--- src/rtl/imem_loader_if.sv ---
// imem_loader_if: start/byte-stream inputs, instruction-memory write port and status outputs
interface imem_loader_if #(parameter int ADDR_W = 6);
  logic              start;
  logic [6:0]        word_count;
  logic              byte_valid;
  logic [7:0]        byte_data;
  logic              byte_ready;
  logic              irom_we;
  logic [ADDR_W-1:0] irom_addr;
  logic [31:0]       irom_din;
  logic              cpu_rst;
  logic              busy;
  logic              done;
  logic              err;
  modport master (
    input  start, word_count, byte_valid, byte_data,
    output byte_ready, irom_we, irom_addr, irom_din, cpu_rst, busy, done, err
  );
  modport slave (
    output start, word_count, byte_valid, byte_data,
    input  byte_ready, irom_we, irom_addr, irom_din, cpu_rst, busy, done, err
  );
endinterface

--- src/rtl/imem_loader.sv ---
// imem_loader: streams bytes into big-endian instruction words, writes them to IROM, verifies an XOR checksum
module imem_loader #(
  parameter int ADDR_W    = 6,
  parameter int MAX_WORDS = 64
) (
  input logic           clk,
  input logic           rst,
  imem_loader_if.master bus
);
  localparam int CW = ADDR_W + 1;
  localparam logic [CW-1:0] MAXW = CW'(MAX_WORDS);
  typedef enum logic [2:0] {IDLE, RECV, WRITE, CHECK, DONE} state_t;
  state_t            state_q, state_d;
  logic [1:0]        idx_q, idx_d;
  logic [23:0]       word_q, word_d;
  logic [7:0]        xor_q, xor_d;
  logic [CW-1:0]     cnt_q, cnt_d;
  logic [CW-1:0]     nw_q, nw_d;
  logic [ADDR_W-1:0] addr_q, addr_d;
  logic [31:0]       din_q, din_d;
  logic              we_q, we_d;
  logic              ready_q, ready_d;
  logic              cpu_rst_q, cpu_rst_d;
  logic              busy_q, busy_d;
  logic              done_q, done_d;
  logic              err_q, err_d;
  logic              acc;
  assign acc            = bus.byte_valid & ready_q;
  assign bus.byte_ready = ready_q;
  assign bus.irom_we    = we_q;
  assign bus.irom_addr  = addr_q;
  assign bus.irom_din   = din_q;
  assign bus.cpu_rst    = cpu_rst_q;
  assign bus.busy       = busy_q;
  assign bus.done       = done_q;
  assign bus.err        = err_q;
  // next-state and registered-output computation; byte_ready follows the state being entered
  always_comb begin
    state_d   = state_q;
    idx_d     = idx_q;
    word_d    = word_q;
    xor_d     = xor_q;
    cnt_d     = cnt_q;
    nw_d      = nw_q;
    addr_d    = addr_q;
    din_d     = din_q;
    we_d      = 1'b0;
    cpu_rst_d = cpu_rst_q;
    busy_d    = busy_q;
    done_d    = done_q;
    err_d     = err_q;
    case (state_q)
      IDLE, DONE: if (bus.start) begin
        state_d   = RECV;
        cnt_d     = (bus.word_count == 7'd0) ? MAXW : CW'(bus.word_count);
        idx_d     = 2'd0;
        word_d    = 24'd0;
        xor_d     = 8'd0;
        nw_d      = '0;
        addr_d    = '0;
        done_d    = 1'b0;
        err_d     = 1'b0;
        busy_d    = 1'b1;
        cpu_rst_d = 1'b1;
      end
      RECV: if (acc) begin
        word_d = {word_q[15:0], bus.byte_data};
        xor_d  = xor_q ^ bus.byte_data;
        idx_d  = idx_q + 1'b1;
        if (idx_q == 2'd3) begin
          state_d = WRITE;
          we_d    = 1'b1;
          din_d   = {word_q, bus.byte_data};
        end
      end
      WRITE: begin
        addr_d  = addr_q + 1'b1;
        nw_d    = nw_q + 1'b1;
        state_d = (nw_q + 1'b1 == cnt_q) ? CHECK : RECV;
      end
      CHECK: if (acc) begin
        state_d   = DONE;
        err_d     = bus.byte_data != xor_q;
        cpu_rst_d = bus.byte_data != xor_q;
        done_d    = 1'b1;
        busy_d    = 1'b0;
      end
      default: state_d = IDLE;
    endcase
    ready_d = (state_d == RECV) || (state_d == CHECK);
  end
  // state and output registers, asynchronously cleared with the CPU held in reset
  always_ff @(posedge clk or negedge rst) begin
    if (!rst) begin
      state_q   <= IDLE;
      idx_q     <= 2'd0;
      word_q    <= 24'd0;
      xor_q     <= 8'd0;
      cnt_q     <= '0;
      nw_q      <= '0;
      addr_q    <= '0;
      din_q     <= 32'd0;
      we_q      <= 1'b0;
      ready_q   <= 1'b0;
      cpu_rst_q <= 1'b1;
      busy_q    <= 1'b0;
      done_q    <= 1'b0;
      err_q     <= 1'b0;
    end else begin
      state_q   <= state_d;
      idx_q     <= idx_d;
      word_q    <= word_d;
      xor_q     <= xor_d;
      cnt_q     <= cnt_d;
      nw_q      <= nw_d;
      addr_q    <= addr_d;
      din_q     <= din_d;
      we_q      <= we_d;
      ready_q   <= ready_d;
      cpu_rst_q <= cpu_rst_d;
      busy_q    <= busy_d;
      done_q    <= done_d;
      err_q     <= err_d;
    end
  end
endmodule

--- src/flat_wrapper.sv ---
// flat-port wrapper written by rule: the top's interface ports become plain ports
module imem_loader_flat 
#(
  parameter int ADDR_W    = 6,
  parameter int MAX_WORDS = 64
)
  (clk, rst, bus_start, bus_word_count, bus_byte_valid, bus_byte_data, bus_byte_ready, bus_irom_we, bus_irom_addr, bus_irom_din, bus_cpu_rst, bus_busy, bus_done, bus_err);
  imem_loader_if #(.ADDR_W(ADDR_W)) bus_i ();
  input logic clk;
  input logic rst;
  input wire logic [$bits(bus_i.start)-1:0] bus_start;
  input wire logic [$bits(bus_i.word_count)-1:0] bus_word_count;
  input wire logic [$bits(bus_i.byte_valid)-1:0] bus_byte_valid;
  input wire logic [$bits(bus_i.byte_data)-1:0] bus_byte_data;
  output wire logic [$bits(bus_i.byte_ready)-1:0] bus_byte_ready;
  output wire logic [$bits(bus_i.irom_we)-1:0] bus_irom_we;
  output wire logic [$bits(bus_i.irom_addr)-1:0] bus_irom_addr;
  output wire logic [$bits(bus_i.irom_din)-1:0] bus_irom_din;
  output wire logic [$bits(bus_i.cpu_rst)-1:0] bus_cpu_rst;
  output wire logic [$bits(bus_i.busy)-1:0] bus_busy;
  output wire logic [$bits(bus_i.done)-1:0] bus_done;
  output wire logic [$bits(bus_i.err)-1:0] bus_err;
  assign bus_i.start = bus_start;
  assign bus_i.word_count = bus_word_count;
  assign bus_i.byte_valid = bus_byte_valid;
  assign bus_i.byte_data = bus_byte_data;
  assign bus_byte_ready = bus_i.byte_ready;
  assign bus_irom_we = bus_i.irom_we;
  assign bus_irom_addr = bus_i.irom_addr;
  assign bus_irom_din = bus_i.irom_din;
  assign bus_cpu_rst = bus_i.cpu_rst;
  assign bus_busy = bus_i.busy;
  assign bus_done = bus_i.done;
  assign bus_err = bus_i.err;
  imem_loader #(.ADDR_W(ADDR_W), .MAX_WORDS(MAX_WORDS)) u_core (.clk(clk), .rst(rst), .bus(bus_i));
endmodule
--- config.mk ---
export PLATFORM = sky130hd
export DESIGN_NAME = imem_loader_flat
export DESIGN_NICKNAME = d
export VERILOG_FILES = /design/src/rtl/imem_loader_if.sv /design/src/rtl/imem_loader.sv /design/src/flat_wrapper.sv
export SDC_FILE = /design/constraint.sdc
export NUM_CORES = 1
export LEC_CHECK = 0
export BUFFER_PORTS_ARGS = -buffer_cell sky130_fd_sc_hd__buf_4
export CAP_MARGIN = 5
export CORE_MARGIN = 3
export CORE_UTILIZATION = 25
export DETAILED_ROUTE_END_ITERATION = 10
export GPL_ROUTABILITY_DRIVEN = 0
export PLACE_DENSITY = 0.41
export SKIP_LAST_GASP = 1
export SLEW_MARGIN = 5
export SYNTH_ARGS = -nofsm -noshare
export SYNTH_HDL_FRONTEND = slang
export SYNTH_SLANG_ARGS = --single-unit
--- constraint.sdc ---
create_clock -name clk -period 2.1 [get_ports clk]
set_clock_uncertainty 0.05 [all_clocks]
set_input_delay 0.42 -clock clk [delete_from_list [all_inputs] [get_ports clk]]
set_output_delay 0.42 -clock clk [all_outputs]
set_load 0.05 [all_outputs]
==> impl_results.md <==
- CTS buffer count: 9
- Hold endpoint: u_core.cnt_q[0]$_DFFE_PN0P_
- Clk_lat worst skew: 0.34 ns
- Number of synthesized register bits: 95
- Yosys cell types: 36
- Cell area after synthesis: 4270 µm²
- Worst hold path startpoint: bus_word_count[0]
- Crit path cell chain: nand2b_4 -> nor3_4 -> nand2_2 -> buf_12 -> mux2_4
- Hold path cells: 3
- Fraction of power consumed by combinational cells: 0.444
- Clock Pin Slew Worst Setup and Hold Paths: 0.07 ns
- Antenna cells: 0
- Max H-tree Level: 3
- Buffer type at the clock tree root: clkbuf_16
- Largest fanout on the critical path: 14
- Fin Setup TNS: 0 ns
- Vias in the first global route: 2885
- Post-CTS setup buffers: 0
- Clock share of power: 0.180
- Detail Placement HPWL: 6630 µm
- Post-synth top area cell: dfrtp_1
- Most frequent cells in the layout: dfrtp_1, nand2_1, buf_4
- Fin nets: 475
- Final Critical Period: 1.87 ns
- Die Span X: 137 µm
- Maximum VDD drop: 0.676 mV
- Fin cells: 675
- Cell area after layout: 5340 µm²
- First-pass GRT wire length: 15600 µm
- DRC errors left: 0
- Routed vias/inst: 4.29
- Largest buffer count on any clock path: 2
- Rows: 47
- Pin count of the biggest net entering global routing: 36
- P_int: 0.00495 W
- Final period util: 0.888
- WL/cell: 14.1 µm
- Rel. slew slack: 0.491
- NetSw: 0.00354 W
- GRT overflow: 0
- Switch share: 0.417
- Max-slew violations: 0
- Port Buf Inserts: 62
- Share of cells above drive strength 1: 0.290
- Number of synthesized flops with an enable pin: 0
- Hold Crit Class: input pin to flip-flop
- Final setup vio count: 0
- Core footprint: 16600 µm²
- CP Launch Type: flip-flop
- Area growth syn-to-layout: 25.0%
- PD cells: 1590 nW/µm²
- Full die area: 18700 µm²
- Register area share after synthesis: 0.557
- Detailed Routing Iterations Pass 1: 4
- I/O pins: 63
- WHS: 0.224 ns
- Slowest CP cell: dfrtp_1
- Inst Count DP: 661
- Synth area leaders: dfrtp_1, mux2_4, nand2_1
- Fmax: 0.536 GHz
- Antenna viol nets, final: 0
- WS Path Type: flip-flop to flip-flop
- Ys async rst share: 1.00
- Via count: 2897
- Antenna violations before repair: 0
- Unrepaired setup endpoints after global routing: false
- Crit end category: flip-flop
- DRT Wirelength: 9520 µm
- Number of synthesis warnings: 0
- Die height: 137 µm
- Global Route Usage Sum: 0.108
- Worst-Margin Slew: 0.761 ns
- Sequential power share: 0.375
- Detailed Route Iter0 Violations: 124
- Final hold viol count: 0
- CP Data Arrival Time: 2.04 ns
- Net count after synthesis: 407
- R2R Setup Slk: 0.23 ns
- Cells after Synth: 385
- Cell family with most CP delay: flip-flops
- Max-cap viol count: 0
- Synth top area share: 0.551
- CP peak stage delay: 0.58 ns
- TritonCTS clock tree: done
- Reg-to-Reg Start: u_core.state_q[0]$_DFF_PN0_
- Starting Density: 0.257
- DP Area: 5060 µm²
- FF-to-FF path depth: 5
- Commonest non-fill, non-tap cell in the layout: dfrtp_1
- Leakage power: 2.55 nW
- Required time worst endpoint: 2.28 ns
- Clk sinks: 95
- Mean Syn Cell Area: 11.1 µm²
- Main synth FF type: dfrtp_1
- Status: complete, no violations
- Buf+Inv Stages, Crit Path: 1
- Reg2reg end: u_core.bus.irom_din[4]$_DFFE_PN0P_
-- worst max path at each step --
| stage | startpoint | endpoint | cells after the start |
|---|---|---|---|
| global route | u_core.state_q[0]$_DFF_PN0_ | u_core.bus.irom_din[4]$_DFFE_PN0P_ | 5 |
| CTS | u_core.state_q[0]$_DFF_PN0_ | u_core.bus.irom_addr[2]$_DFFE_PN0P_ | 4 |
| floorplan | u_core.bus.byte_ready$_DFF_PN0_ | u_core.bus.irom_din[10]$_DFFE_PN0P_ | 5 |
| finish | u_core.state_q[0]$_DFF_PN0_ | u_core.bus.irom_din[4]$_DFFE_PN0P_ | 5 |
| detailed placement | u_core.state_q[0]$_DFF_PN0_ | u_core.bus.irom_addr[3]$_DFFE_PN0P_ | 4 |
| global placement | u_core.state_q[2]$_DFF_PN0_ | u_core.state_q[1]$_DFF_PN0_ | 5 |
-- power groups by stage --
stage | combinational [W] | sequential, W | clock, W
6_report | 0.00377 | 0.00319 | 0.00153
5_1_grt | 0.00409 | 0.00331 | 0.00169
2_1_floorplan | 0.00173 | 0.00416 | 0
4_1_cts | 0.00382 | 0.00319 | 0.00160
3_3_place_gp | 0.00379 | 0.00321 | 0
3_5_place_dp | 0.00381 | 0.00322 | 0
-- tightest hold or removal path: cells and delay by family --
kind / cells / cell delay (ns)
buffers and inverters: 1 / 0.08
and+or+nand+nor: 2 / 0.08
-- kinds of logic (layout without fill, tap and decap cells) --
| family | after synthesis | after routing | synth area share |
|---|---|---|---|
| simple gates | 134 | 134 | 0.147 |
| mux | 33 | 33 | 0.112 |
| compound gates | 77 | 77 | 0.107 |
| buf+inv | 23 | 93 | 0.0269 |
| fa+ha+maj | 3 | 3 | 0.00879 |
| flops | 95 | 95 | 0.557 |
| xor+xnor | 20 | 20 | 0.0410 |
-- metrics by stage --
| stage | setup slack, ns | utilization | power [W] |
|---|---|---|---|
| after detailed placement | 0.182 | 0.304 | 0.00703 |
| after global routing | 0.111 | 0.321 | 0.00908 |
| after global placement | 0.255 | 0.304 | 0.00700 |
| final | 0.235 | 0.321 | 0.00849 |
| after floorplan | 0.259 | - | 0.00589 |
| after CTS | 0.149 | 0.321 | 0.00862 |
-- layer usage --
| layer | global-route usage | up-vias | wire, µm |
|---|---|---|---|
| li1 | - | 1459 | - |
| met1 | 0.156 | 1382 | 4950 |
| met2 | 0.156 | 48 | 4090 |
| met3 | 0.0294 | 8 | 348 |
| met4 | 0.0353 | 0 | 133 |
| met5 | 0 | - | 0 |
-- sequential cells by signal (all words and copies together), names as in the netlist --
name and cells:
u_core.bus.irom_din 32, u_core.word_q 24, u_core.xor_q 8, u_core.cnt_q 7, u_core.nw_q 7, u_core.bus.irom_addr 6, u_core.state_q 3, u_core.idx_q 2
u_core.bus.busy 1, u_core.bus.byte_ready 1, u_core.bus.cpu_rst 1, u_core.bus.done 1, u_core.bus.err 1, u_core.bus.irom_we 1
-- timing repair --
action | in CTS | in global routing
resized for setup | 0 | 1
endpoints found under the setup margin | 0 | 3
hold buffers | 1 | 0
hold endpoints to repair | 20 | 0
-- cells in the mapped netlist, drive strengths merged (4+ instances only) --
| library cell | instances |
|---|---|
| mux2 | 33 |
| o22ai | 10 |
| nor2 | 11 |
| a21oi | 4 |
| nand4 | 9 |
| a22o | 10 |
| nand3 | 5 |
| nand2b | 9 |
| dfrtp | 94 |
| xnor2 | 16 |
| o21ai | 44 |
| xor2 | 4 |
| clkbuf | 12 |
| nand2 | 87 |
| buf | 8 |
-- area by class of cell --
type,count,area (µm²)
Fill cell,1693,11300
Sequential cell,95,2380
Multi-Input combinational cell,267,1790
Timing Repair Buffer,77,618
Tap cell,220,275
Clock buffer,11,253
Clock inverter,2,17.5
Inverter,3,11.3
Note: power is estimated with default switching activity, not from simulation.
